<file path="src/rtl/pipe_ctrl_pkg.sv">
// Shared definitions for the pipeline sequencing controller: FSM encoding,
// timeout default and the NOP-insertion constants the pipeline registers use.
package pipe_ctrl_pkg;

  typedef enum logic {
    ST_RUN     = 1'b0,
    ST_MC_WAIT = 1'b1
  } state_t;

  localparam int MC_TIMEOUT_DEF = 64;

  // A flushed/bubbled stage register loads this instruction with valid cleared.
  localparam logic [31:0] NOP_INSTR = 32'h0000_0013;
  localparam logic        NOP_VALID = 1'b0;

  function automatic logic src_hit(input logic used, input logic [4:0] rs,
                                   input logic [4:0] rd);
    return used && (rs == rd);
  endfunction

endpackage

</file>
<file path="src/rtl/pipe_ctrl_if.sv">
// Bundle between the datapath (master) and the pipeline controller (slave).
// Multi-cycle handshake: ex_mc_start requests the unit from EX; mc_done is a
// single-cycle "result valid" strobe, honoured in the start cycle or while busy.
interface pipe_ctrl_if;
  import pipe_ctrl_pkg::*;

  logic [4:0]  id_rs1;
  logic [4:0]  id_rs2;
  logic        id_rs1_used;
  logic        id_rs2_used;
  logic [4:0]  ex_rd;
  logic        ex_is_load;
  logic        ex_is_jump;
  logic        ex_mc_start;
  logic        mc_done;

  logic        stall_pc;
  logic        stall_if_id;
  logic        stall_id_ex;
  logic        flush_if_id;
  logic        flush_id_ex;
  logic        bubble_ex_mem;
  logic        mc_busy;
  logic        mc_abort;
  logic        mc_err;
  logic [31:0] stall_cnt;
  logic [31:0] flush_cnt;
  state_t      dbg_state;

  modport master (
    output id_rs1, id_rs2, id_rs1_used, id_rs2_used, ex_rd, ex_is_load,
           ex_is_jump, ex_mc_start, mc_done,
    input  stall_pc, stall_if_id, stall_id_ex, flush_if_id, flush_id_ex,
           bubble_ex_mem, mc_busy, mc_abort, mc_err, stall_cnt, flush_cnt,
           dbg_state
  );

  modport slave (
    input  id_rs1, id_rs2, id_rs1_used, id_rs2_used, ex_rd, ex_is_load,
           ex_is_jump, ex_mc_start, mc_done,
    output stall_pc, stall_if_id, stall_id_ex, flush_if_id, flush_id_ex,
           bubble_ex_mem, mc_busy, mc_abort, mc_err, stall_cnt, flush_cnt,
           dbg_state
  );

endinterface

</file>
<file path="src/rtl/pipe_ctrl_hazard_cnt.sv">
// 32-bit wrapping event counter with asynchronous active-low clear.
module hazard_cnt (
  input  logic        clk,
  input  logic        rst_n,
  input  logic        inc,
  output logic [31:0] cnt
);

  always_ff @(posedge clk or negedge rst_n) begin
    if (!rst_n) begin
      cnt <= 32'd0;
    end else if (inc) begin
      cnt <= cnt + 32'd1;
    end
  end

endmodule

</file>
<file path="src/rtl/pipe_ctrl.sv">
// Pipeline sequencing controller: redirect flush, multi-cycle EX stall with
// timeout, and load-use stall, plus stall/redirect performance counters.
module pipe_ctrl
  import pipe_ctrl_pkg::*;
#(
  parameter int MC_TIMEOUT = MC_TIMEOUT_DEF
) (
  input  logic        cpu_clk,
  input  logic        cpu_rst_n,
  pipe_ctrl_if.slave  bus
);

  localparam logic [7:0] TIMEOUT_8 = 8'(MC_TIMEOUT);

  state_t     state_q, state_d;
  logic [7:0] wait_q, wait_d;
  logic       abort_q, abort_d;
  logic       err_q;
  logic       load_use;
  logic       flush_evt;
  logic       s_pc, s_if_id, s_id_ex, f_if_id, f_id_ex, b_ex_mem;

  assign load_use = bus.ex_is_load && (bus.ex_rd != 5'd0) &&
                    (src_hit(bus.id_rs1_used, bus.id_rs1, bus.ex_rd) ||
                     src_hit(bus.id_rs2_used, bus.id_rs2, bus.ex_rd));

  always_comb begin
    state_d   = state_q;
    wait_d    = wait_q;
    abort_d   = 1'b0;
    flush_evt = 1'b0;
    s_pc      = 1'b0;
    s_if_id   = 1'b0;
    s_id_ex   = 1'b0;
    f_if_id   = 1'b0;
    f_id_ex   = 1'b0;
    b_ex_mem  = 1'b0;
    // Controls are held low while reset is asserted, whatever the inputs.
    if (cpu_rst_n) begin
      case (state_q)
        ST_RUN: begin
          if (bus.ex_is_jump) begin
            f_if_id   = 1'b1;
            f_id_ex   = 1'b1;
            flush_evt = 1'b1;
          end else if (bus.ex_mc_start) begin
            if (!bus.mc_done) begin
              s_pc     = 1'b1;
              s_if_id  = 1'b1;
              s_id_ex  = 1'b1;
              b_ex_mem = 1'b1;
              state_d  = ST_MC_WAIT;
              wait_d   = 8'd0;
            end
          end else if (load_use) begin
            s_pc    = 1'b1;
            s_if_id = 1'b1;
            f_id_ex = 1'b1;
          end
        end
        ST_MC_WAIT: begin
          if (bus.mc_done) begin
            state_d = ST_RUN;
          end else begin
            s_pc     = 1'b1;
            s_if_id  = 1'b1;
            s_id_ex  = 1'b1;
            b_ex_mem = 1'b1;
            wait_d   = wait_q + 8'd1;
            // The bubble loaded on this last wait cycle leaves a NOP in EX/MEM.
            if (wait_d == TIMEOUT_8) begin
              state_d = ST_RUN;
              abort_d = 1'b1;
            end
          end
        end
        default: state_d = ST_RUN;
      endcase
    end
  end

  always_ff @(posedge cpu_clk or negedge cpu_rst_n) begin
    if (!cpu_rst_n) begin
      state_q <= ST_RUN;
      wait_q  <= 8'd0;
      abort_q <= 1'b0;
      err_q   <= 1'b0;
    end else begin
      state_q <= state_d;
      wait_q  <= wait_d;
      abort_q <= abort_d;
      err_q   <= err_q | abort_d;
    end
  end

  assign bus.stall_pc      = s_pc;
  assign bus.stall_if_id   = s_if_id;
  assign bus.stall_id_ex   = s_id_ex;
  assign bus.flush_if_id   = f_if_id;
  assign bus.flush_id_ex   = f_id_ex;
  assign bus.bubble_ex_mem = b_ex_mem;
  assign bus.mc_busy       = (state_q == ST_MC_WAIT);
  assign bus.mc_abort      = abort_q;
  assign bus.mc_err        = err_q;
  assign bus.dbg_state     = state_q;

  hazard_cnt u_stall_cnt (
    .clk   (cpu_clk),
    .rst_n (cpu_rst_n),
    .inc   (s_pc),
    .cnt   (bus.stall_cnt)
  );

  hazard_cnt u_flush_cnt (
    .clk   (cpu_clk),
    .rst_n (cpu_rst_n),
    .inc   (flush_evt),
    .cnt   (bus.flush_cnt)
  );

endmodule

</file>
<file path="src/flat_wrapper.sv">
// flat-port wrapper written by rule: the top's interface ports become plain ports
module pipe_ctrl_flat import pipe_ctrl_pkg::*;
#(
  parameter int MC_TIMEOUT = MC_TIMEOUT_DEF
)
  (cpu_clk, cpu_rst_n, bus_id_rs1, bus_id_rs2, bus_id_rs1_used, bus_id_rs2_used, bus_ex_rd, bus_ex_is_load, bus_ex_is_jump, bus_ex_mc_start, bus_mc_done, bus_stall_pc, bus_stall_if_id, bus_stall_id_ex, bus_flush_if_id, bus_flush_id_ex, bus_bubble_ex_mem, bus_mc_busy, bus_mc_abort, bus_mc_err, bus_stall_cnt, bus_flush_cnt, bus_dbg_state);
  pipe_ctrl_if bus_i ();
  input  logic cpu_clk;
  input  logic cpu_rst_n;
  input wire logic [$bits(bus_i.id_rs1)-1:0] bus_id_rs1;
  input wire logic [$bits(bus_i.id_rs2)-1:0] bus_id_rs2;
  input wire logic [$bits(bus_i.id_rs1_used)-1:0] bus_id_rs1_used;
  input wire logic [$bits(bus_i.id_rs2_used)-1:0] bus_id_rs2_used;
  input wire logic [$bits(bus_i.ex_rd)-1:0] bus_ex_rd;
  input wire logic [$bits(bus_i.ex_is_load)-1:0] bus_ex_is_load;
  input wire logic [$bits(bus_i.ex_is_jump)-1:0] bus_ex_is_jump;
  input wire logic [$bits(bus_i.ex_mc_start)-1:0] bus_ex_mc_start;
  input wire logic [$bits(bus_i.mc_done)-1:0] bus_mc_done;
  output wire logic [$bits(bus_i.stall_pc)-1:0] bus_stall_pc;
  output wire logic [$bits(bus_i.stall_if_id)-1:0] bus_stall_if_id;
  output wire logic [$bits(bus_i.stall_id_ex)-1:0] bus_stall_id_ex;
  output wire logic [$bits(bus_i.flush_if_id)-1:0] bus_flush_if_id;
  output wire logic [$bits(bus_i.flush_id_ex)-1:0] bus_flush_id_ex;
  output wire logic [$bits(bus_i.bubble_ex_mem)-1:0] bus_bubble_ex_mem;
  output wire logic [$bits(bus_i.mc_busy)-1:0] bus_mc_busy;
  output wire logic [$bits(bus_i.mc_abort)-1:0] bus_mc_abort;
  output wire logic [$bits(bus_i.mc_err)-1:0] bus_mc_err;
  output wire logic [$bits(bus_i.stall_cnt)-1:0] bus_stall_cnt;
  output wire logic [$bits(bus_i.flush_cnt)-1:0] bus_flush_cnt;
  output wire logic [$bits(bus_i.dbg_state)-1:0] bus_dbg_state;
  assign bus_i.id_rs1 = bus_id_rs1;
  assign bus_i.id_rs2 = bus_id_rs2;
  assign bus_i.id_rs1_used = bus_id_rs1_used;
  assign bus_i.id_rs2_used = bus_id_rs2_used;
  assign bus_i.ex_rd = bus_ex_rd;
  assign bus_i.ex_is_load = bus_ex_is_load;
  assign bus_i.ex_is_jump = bus_ex_is_jump;
  assign bus_i.ex_mc_start = bus_ex_mc_start;
  assign bus_i.mc_done = bus_mc_done;
  assign bus_stall_pc = bus_i.stall_pc;
  assign bus_stall_if_id = bus_i.stall_if_id;
  assign bus_stall_id_ex = bus_i.stall_id_ex;
  assign bus_flush_if_id = bus_i.flush_if_id;
  assign bus_flush_id_ex = bus_i.flush_id_ex;
  assign bus_bubble_ex_mem = bus_i.bubble_ex_mem;
  assign bus_mc_busy = bus_i.mc_busy;
  assign bus_mc_abort = bus_i.mc_abort;
  assign bus_mc_err = bus_i.mc_err;
  assign bus_stall_cnt = bus_i.stall_cnt;
  assign bus_flush_cnt = bus_i.flush_cnt;
  assign bus_dbg_state = bus_i.dbg_state;
  pipe_ctrl #(.MC_TIMEOUT(MC_TIMEOUT)) u_core (.cpu_clk(cpu_clk), .cpu_rst_n(cpu_rst_n), .bus(bus_i));
endmodule
</file>
<file path="config.mk">
export PLATFORM = sky130hd
export DESIGN_NAME = pipe_ctrl_flat
export DESIGN_NICKNAME = d
export VERILOG_FILES = /design/src/rtl/pipe_ctrl_pkg.sv /design/src/rtl/pipe_ctrl_if.sv /design/src/rtl/pipe_ctrl_hazard_cnt.sv /design/src/rtl/pipe_ctrl.sv /design/src/flat_wrapper.sv
export SDC_FILE = /design/constraint.sdc
export NUM_CORES = 1
export LEC_CHECK = 0
export CAP_MARGIN = 0
export CORE_MARGIN = 2
export CORE_UTILIZATION = 49
export DETAILED_ROUTE_END_ITERATION = 10
export PLACE_DENSITY_LB_ADDON = 0.3
export SKIP_LAST_GASP = 1
export SLEW_MARGIN = 30
export SYNTH_ARGS = -nofsm -noshare
export SYNTH_HDL_FRONTEND = slang
export SYNTH_SLANG_ARGS = --single-unit
</file>
<file path="constraint.sdc">
create_clock -name cpu_clk -period 3.2 [get_ports cpu_clk]
set_clock_uncertainty 0.2 [all_clocks]
set_input_delay 0.64 -clock cpu_clk [delete_from_list [all_inputs] [get_ports cpu_clk]]
set_output_delay 0.64 -clock cpu_clk [all_outputs]
set_load 0.01 [all_outputs]
</file>
# Word level (Yosys, flattened, before mapping)
# Cells that the tools add are included.
[op_classes]
addsub = 3
bitwise_logic = 2
eq_ne = 7
reduce_logical = 7
mux = 29
[ops]
columns = ["op", "n"]
rows = [
  ["32-bit by 1-bit adder with 32-bit output, second input constant", 2],
  ["8-bit two-way mux", 4],
  ["1-bit two-way mux", 21],
  ["8-bit one-hot mux with 2 select lines", 1],
  ["5-bit equality test", 2],
  ["8-bit by 1-bit adder with 8-bit output, second input constant", 1],
  ["8-bit by 7-bit equality test with 1-bit output, second input constant", 1],
  ["2-bit != test, second input constant", 4],
  ["1-bit one-hot mux with 2 select lines", 3],
  ["5-bit AND reduction", 1],
  ["5-bit nonzero test", 1],
  ["1-bit logical AND", 4],
  ["1-bit logical OR", 1],
  ["1-bit NOT", 1],
  ["1-bit OR", 1],
]
[word_totals]
output_inout_bits = 74
wordCells = 54
regBits = 75
inputBits = 23

# Depth between registers and ports, before layout
[logic_depth]
ltp_word = 9
mapped_depth = 8
ltp_nobuf = 6

# Hierarchy
# Synthesis repeated with hierarchy kept, for this count alone.
[hier_totals]
cells_unflattened = 342
area_unflattened_um2 = 3717.3
[modules_own_cells]
columns = ["module", "cells_each", "n_inst", "seq_area_each_um2", "area_each_um2"]
rows = [
  ["hazard_cnt", 123, 2, 800.8, 1448.9],
  ["pipe_ctrl", 96, 1, 275.3, 819.5],
]

# Least setup slack after synthesis
# Ideal clock, no wire load.
[synth_path]
path_kind = "input to output"
from = "input port bus_ex_rd[0]"
to = "output port bus_stall_pc"
n_path_buf = 2
path_slack_ps = 396
path_stages = 7
required_ps = 2360
t_arrival_ps = 1964
cell_sequence = "or4_1 -> nor2_1 -> nor3b_2 -> a31oi_4 -> buf_4 -> inv_1 -> buf_4"
[synth_via]
elab_chain_len = 9
word_cells_on_any_way = 13
cone_classes = "eq/ne (2); mux (5); reduce/logical (6)"
[synth_lines]
columns = ["element", "line_no", "text"]
rows = [
  ["start, declared", "flat_wrapper.sv:14", "input wire logic [$bits(bus_i.ex_rd)-1:0] bus_ex_rd;"],
  ["5-bit equality test", "pipe_ctrl_pkg.sv:18", "return used && (rs == rd);"],
  ["1-bit logical AND", "pipe_ctrl_pkg.sv:18", ""],
  ["1-bit logical OR", "pipe_ctrl.sv:24", "(src_hit(bus.id_rs1_used, bus.id_rs1, bus.ex_rd) ||"],
  ["1-bit logical AND (*)", "pipe_ctrl.sv:23", "assign load_use = bus.ex_is_load && (bus.ex_rd != 5'd0) &&"],
  ["1-bit two-way mux (*) (3 in series)", "n/a", ""],
  ["1-bit one-hot mux with 2 select lines (*)", "n/a", ""],
  ["1-bit two-way mux (*)", "n/a", ""],
  ["end, declared", "flat_wrapper.sv:19", "output wire logic [$bits(bus_i.stall_pc)-1:0] bus_stall_pc;"],
]
# Every way passes the cells marked *; elsewhere a longest branch is shown, timed or not.

# Final worst setup path
[layout_path]
from = "input port bus_ex_rd[0]"
to = "output port bus_stall_pc"
[layout_via]
elab_chain_len = 9
word_cells_on_any_way = 13
cone_classes = "eq/ne (2); mux (5); reduce/logical (6)"
[layout_lines]
columns = ["element", "line_no", "text"]
rows = [
  ["5-bit equality test", "pipe_ctrl_pkg.sv:18", ""],
  ["1-bit logical AND", "pipe_ctrl_pkg.sv:18", ""],
  ["1-bit logical OR", "pipe_ctrl.sv:24", ""],
  ["1-bit logical AND (*)", "pipe_ctrl.sv:23", ""],
  ["1-bit two-way mux (*)", "pipe_ctrl.sv:55", "end else if (load_use) begin"],
  ["1-bit two-way mux (*)", "pipe_ctrl.sv:46", "end else if (bus.ex_mc_start) begin"],
  ["1-bit two-way mux (*)", "pipe_ctrl.sv:42", "if (bus.ex_is_jump) begin"],
  ["1-bit one-hot mux with 2 select lines (*)", "pipe_ctrl.sv:40", "case (state_q)"],
  ["1-bit two-way mux (*)", "pipe_ctrl.sv:39", "if (cpu_rst_n) begin"],
]
# Marks and branches as above.

==> qor.txt <==
status -> finished clean
Highest Clock Rate -> 321.3 MHz
FF+latch area -> 1877 um2
drt total wl -> 8100 um
Die X-Extent -> 91.47 um
post-route DRC violation count -> 0
syn_nets -> 376
detailed-route vias per instance -> 5.261
register area share after synthesis -> 0.5007
post-synthesis cell type count -> 48
I/O Pins -> 97
Yosys warning count -> 0
P_sw -> 0.0006573 W
CTS clock-pin slew for the worst setup and hold paths -> 0.07 ns
number of max-cap violations -> 0
initial DRC count -> 125
ys flop type -> dfrtp_1
worst-path maximum fanout -> 2
pre-CTS setup slack -> -0.2019 ns
Cell Area, Synth -> 3749 um2
CTS Buffer Depth -> 2
Post-synth EDFFs -> 0
arrival time at the worst endpoint -> 2.27 ns
vias in the first global route -> 2893
Tot Pwr -> 0.002383 W
Leakage -> 2.261 nW
Sequential Power Share -> 0.486
Hold Path Class -> in -> async
Slew @ Worst Pin -> 0.6659 ns
layout cells sized above 1 -> 0.1000
Clock power frac -> 0.324
post-route worst setup slack -> 0.08787 ns
DR vias -> 2941
worst relative slew slack -> 0.5561
hold_ws -> 0.2328 ns
Peak VDD IR -> 0.2625 mV
number of port buffers -> 96
Hold Vio Cnt, Final -> 0
Async SR Flop Fraction -> 1.000
RSZ-0062 raised after global routing -> true
Max Slew Vio Count -> 0
CTS Buf Count -> 9
CTS H-Tree Depth -> 3
initial core utilization -> 0.5114
num rows -> 31
CTS tree -> done
Switching Fraction -> 0.2758
Die Height -> 91.47 um
fill count -> 578
GRT Resource Usage Total -> 0.2055
first-pass GRT wire length -> 13810 um
Power Density -> 471.9 nW/um2
1st-pass router iterations -> 4
initial antenna violation count -> 0
largest net degree at the start of global routing -> 76
min cycle time layout -> 3.112 ns
Root Buffer Master -> clkbuf_8
GRT overflow -> 0
placed cell area -> 4827 um2
clk sinks -> 75
Final ANT Viol Nets -> 0
Avg Cell Area, Syn -> 10.74 um2
fin util -> 0.6889
Data required, critical path -> 2.36 ns
Post-DP HPWL -> 5888 um
core box area -> 7331 um2
Crit Path Class -> in -> out
Multi-input gate area -> 1789 um2
# diodes -> 0
drt wl/cell -> 14.49 um
Critical Path End Type -> output port
final net count -> 483
Design Area, Final -> 5050 um2
# setup viols final -> 0
critical path launch point type -> primary input
#FFs+latches synth -> 75
Cells after Synth -> 349
Clock Latency Late Sink -> 0.34 ns
global placement routability congestion -> 0.8433
Combinational Power Share -> 0.190
die footprint -> 8366 um2
Int Power -> 0.001726 W
final worst path period share -> 0.9725
area grow syn2layout -> 34.71%
area by class of cell:
cell class	count	area share
repair buffers	106	0.2042
flip-flops and latches	75	0.3717
well taps	99	0.02453
inverters	6	0.004460
clock buffers	10	0.02527
multi-input cells	258	0.3543
clock inverters	5	0.01561
cell usage after synthesis, types with 2 or more instances:
library cell / instances / area [um2]
xnor2_1: 39 / 341.6
xor2_1: 36 / 315.3
nor3b_1: 2 / 15.01
and2_1: 5 / 31.28
nor2_1: 25 / 93.84
inv_1: 6 / 22.52
nor3_1: 9 / 45.04
dfrtp_1: 75 / 1877
nand2b_1: 2 / 12.51
and4_1: 6 / 52.55
buf_4: 7 / 52.55
nor4_1: 2 / 12.51
nor2b_1: 2 / 12.51
nor4b_2: 2 / 30.03
ha_1: 4 / 50.05
nand3_1: 25 / 125.1
nand2_1: 36 / 135.1
nor4_2: 4 / 50.05
a22o_1: 3 / 26.28
and3_1: 10 / 62.56
o21ai_0: 10 / 50.05
nand4_1: 12 / 75.07
o31ai_1: 2 / 15.01
per-stage QoR:
stage	TNS [ns]	std cells
floorplan	0	349
detailed placement	-0.5440	543
global placement	-0.3398	543
finish	0	559
global route	-0.006720	559
CTS	0	559
worst paths after layout:
path / from / endpoint / slack, ns / cells past startpoint
min in group cpu_clk: u_core.u_flush_cnt.cnt[31] / u_core.u_flush_cnt.cnt[31] / 0.28 / 1
worst max register to register: u_core.bus.dbg_state / u_core.u_flush_cnt.cnt[26] / 0.88 / 6
worst max-delay path: bus_ex_rd[0] / bus_stall_pc / 0.09 / 7
worst min register to register: u_core.u_flush_cnt.cnt[31] / u_core.u_flush_cnt.cnt[31] / 0.28 / 1
max in group asynchronous: cpu_rst_n / u_core.u_flush_cnt.cnt[28] / 2.10 / 2
worst min-delay path: cpu_rst_n / u_core.bus.mc_err / 0.23 / 2
cells by family after synthesis:
family / synth area share
simple gates: 0.2366
xor+xnor: 0.1752
flops: 0.5007
compound gates: 0.04306
buf+inv: 0.02503
fa+ha+maj: 0.01335
mux: 0.006008
power groups by stage:
stage | Clock (W) | Combinational (W) | Sequential [W]
2_1_floorplan | 0 | 0.000178 | 0.00118
3_3_place_gp | 0 | 0.000443 | 0.00117
3_5_place_dp | 0 | 0.000454 | 0.00117
4_1_cts | 0.000790 | 0.000459 | 0.00116
5_1_grt | 0.000841 | 0.000497 | 0.00117
6_report | 0.000771 | 0.000452 | 0.00116
cell usage in the layout (no fill, tap or decap), types with 9 or more instances in the layout:
cell / netlist / layout
clkdlybuf4s50_1: 0 / 92
clkbuf_8: 0 / 9
nor2_1: 25 / 24
nor3_1: 9 / 9
buf_4: 7 / 10
nand4_1: 12 / 12
and3_1: 10 / 10
o21ai_0: 10 / 10
nand3_1: 25 / 25
nand2_1: 36 / 36
dfrtp_1: 75 / 75
xor2_1: 36 / 36
xnor2_1: 39 / 39
flip-flops by register name, indices dropped and copies added (netlist names):
name,count
u_core.bus.dbg_state,1
u_core.bus.mc_abort,1
u_core.bus.mc_err,1
u_core.u_flush_cnt.cnt,32
u_core.u_stall_cnt.cnt,32
u_core.wait_q,8
worst max-delay path, stage by stage:
cell and delay [ns]:
clkdlybuf4s50_1 0.41, or4_4 0.55, nor2_4 0.13, nor3b_2 0.07
a31oi_4 0.16, inv_1 0.08, clkdlybuf4s15_1 0.23
metal layers:
layer,GRT usage,wire [um],vias to the layer above
met5,0,0,-
met1,0.2674,3546,1423
met4,0.07702,125,0
met2,0.3358,3982,93
met3,0.04481,445,11
li1,-,-,1414
what timing repair did:
item	4_1_cts	5_1_grt
hold buffers	0	0
pin swaps	1	3
gates resized for setup	4	5
setup buffers	1	0
endpoints found under the setup margin	3	3
Note: power is estimated with default switching activity, not from simulation.
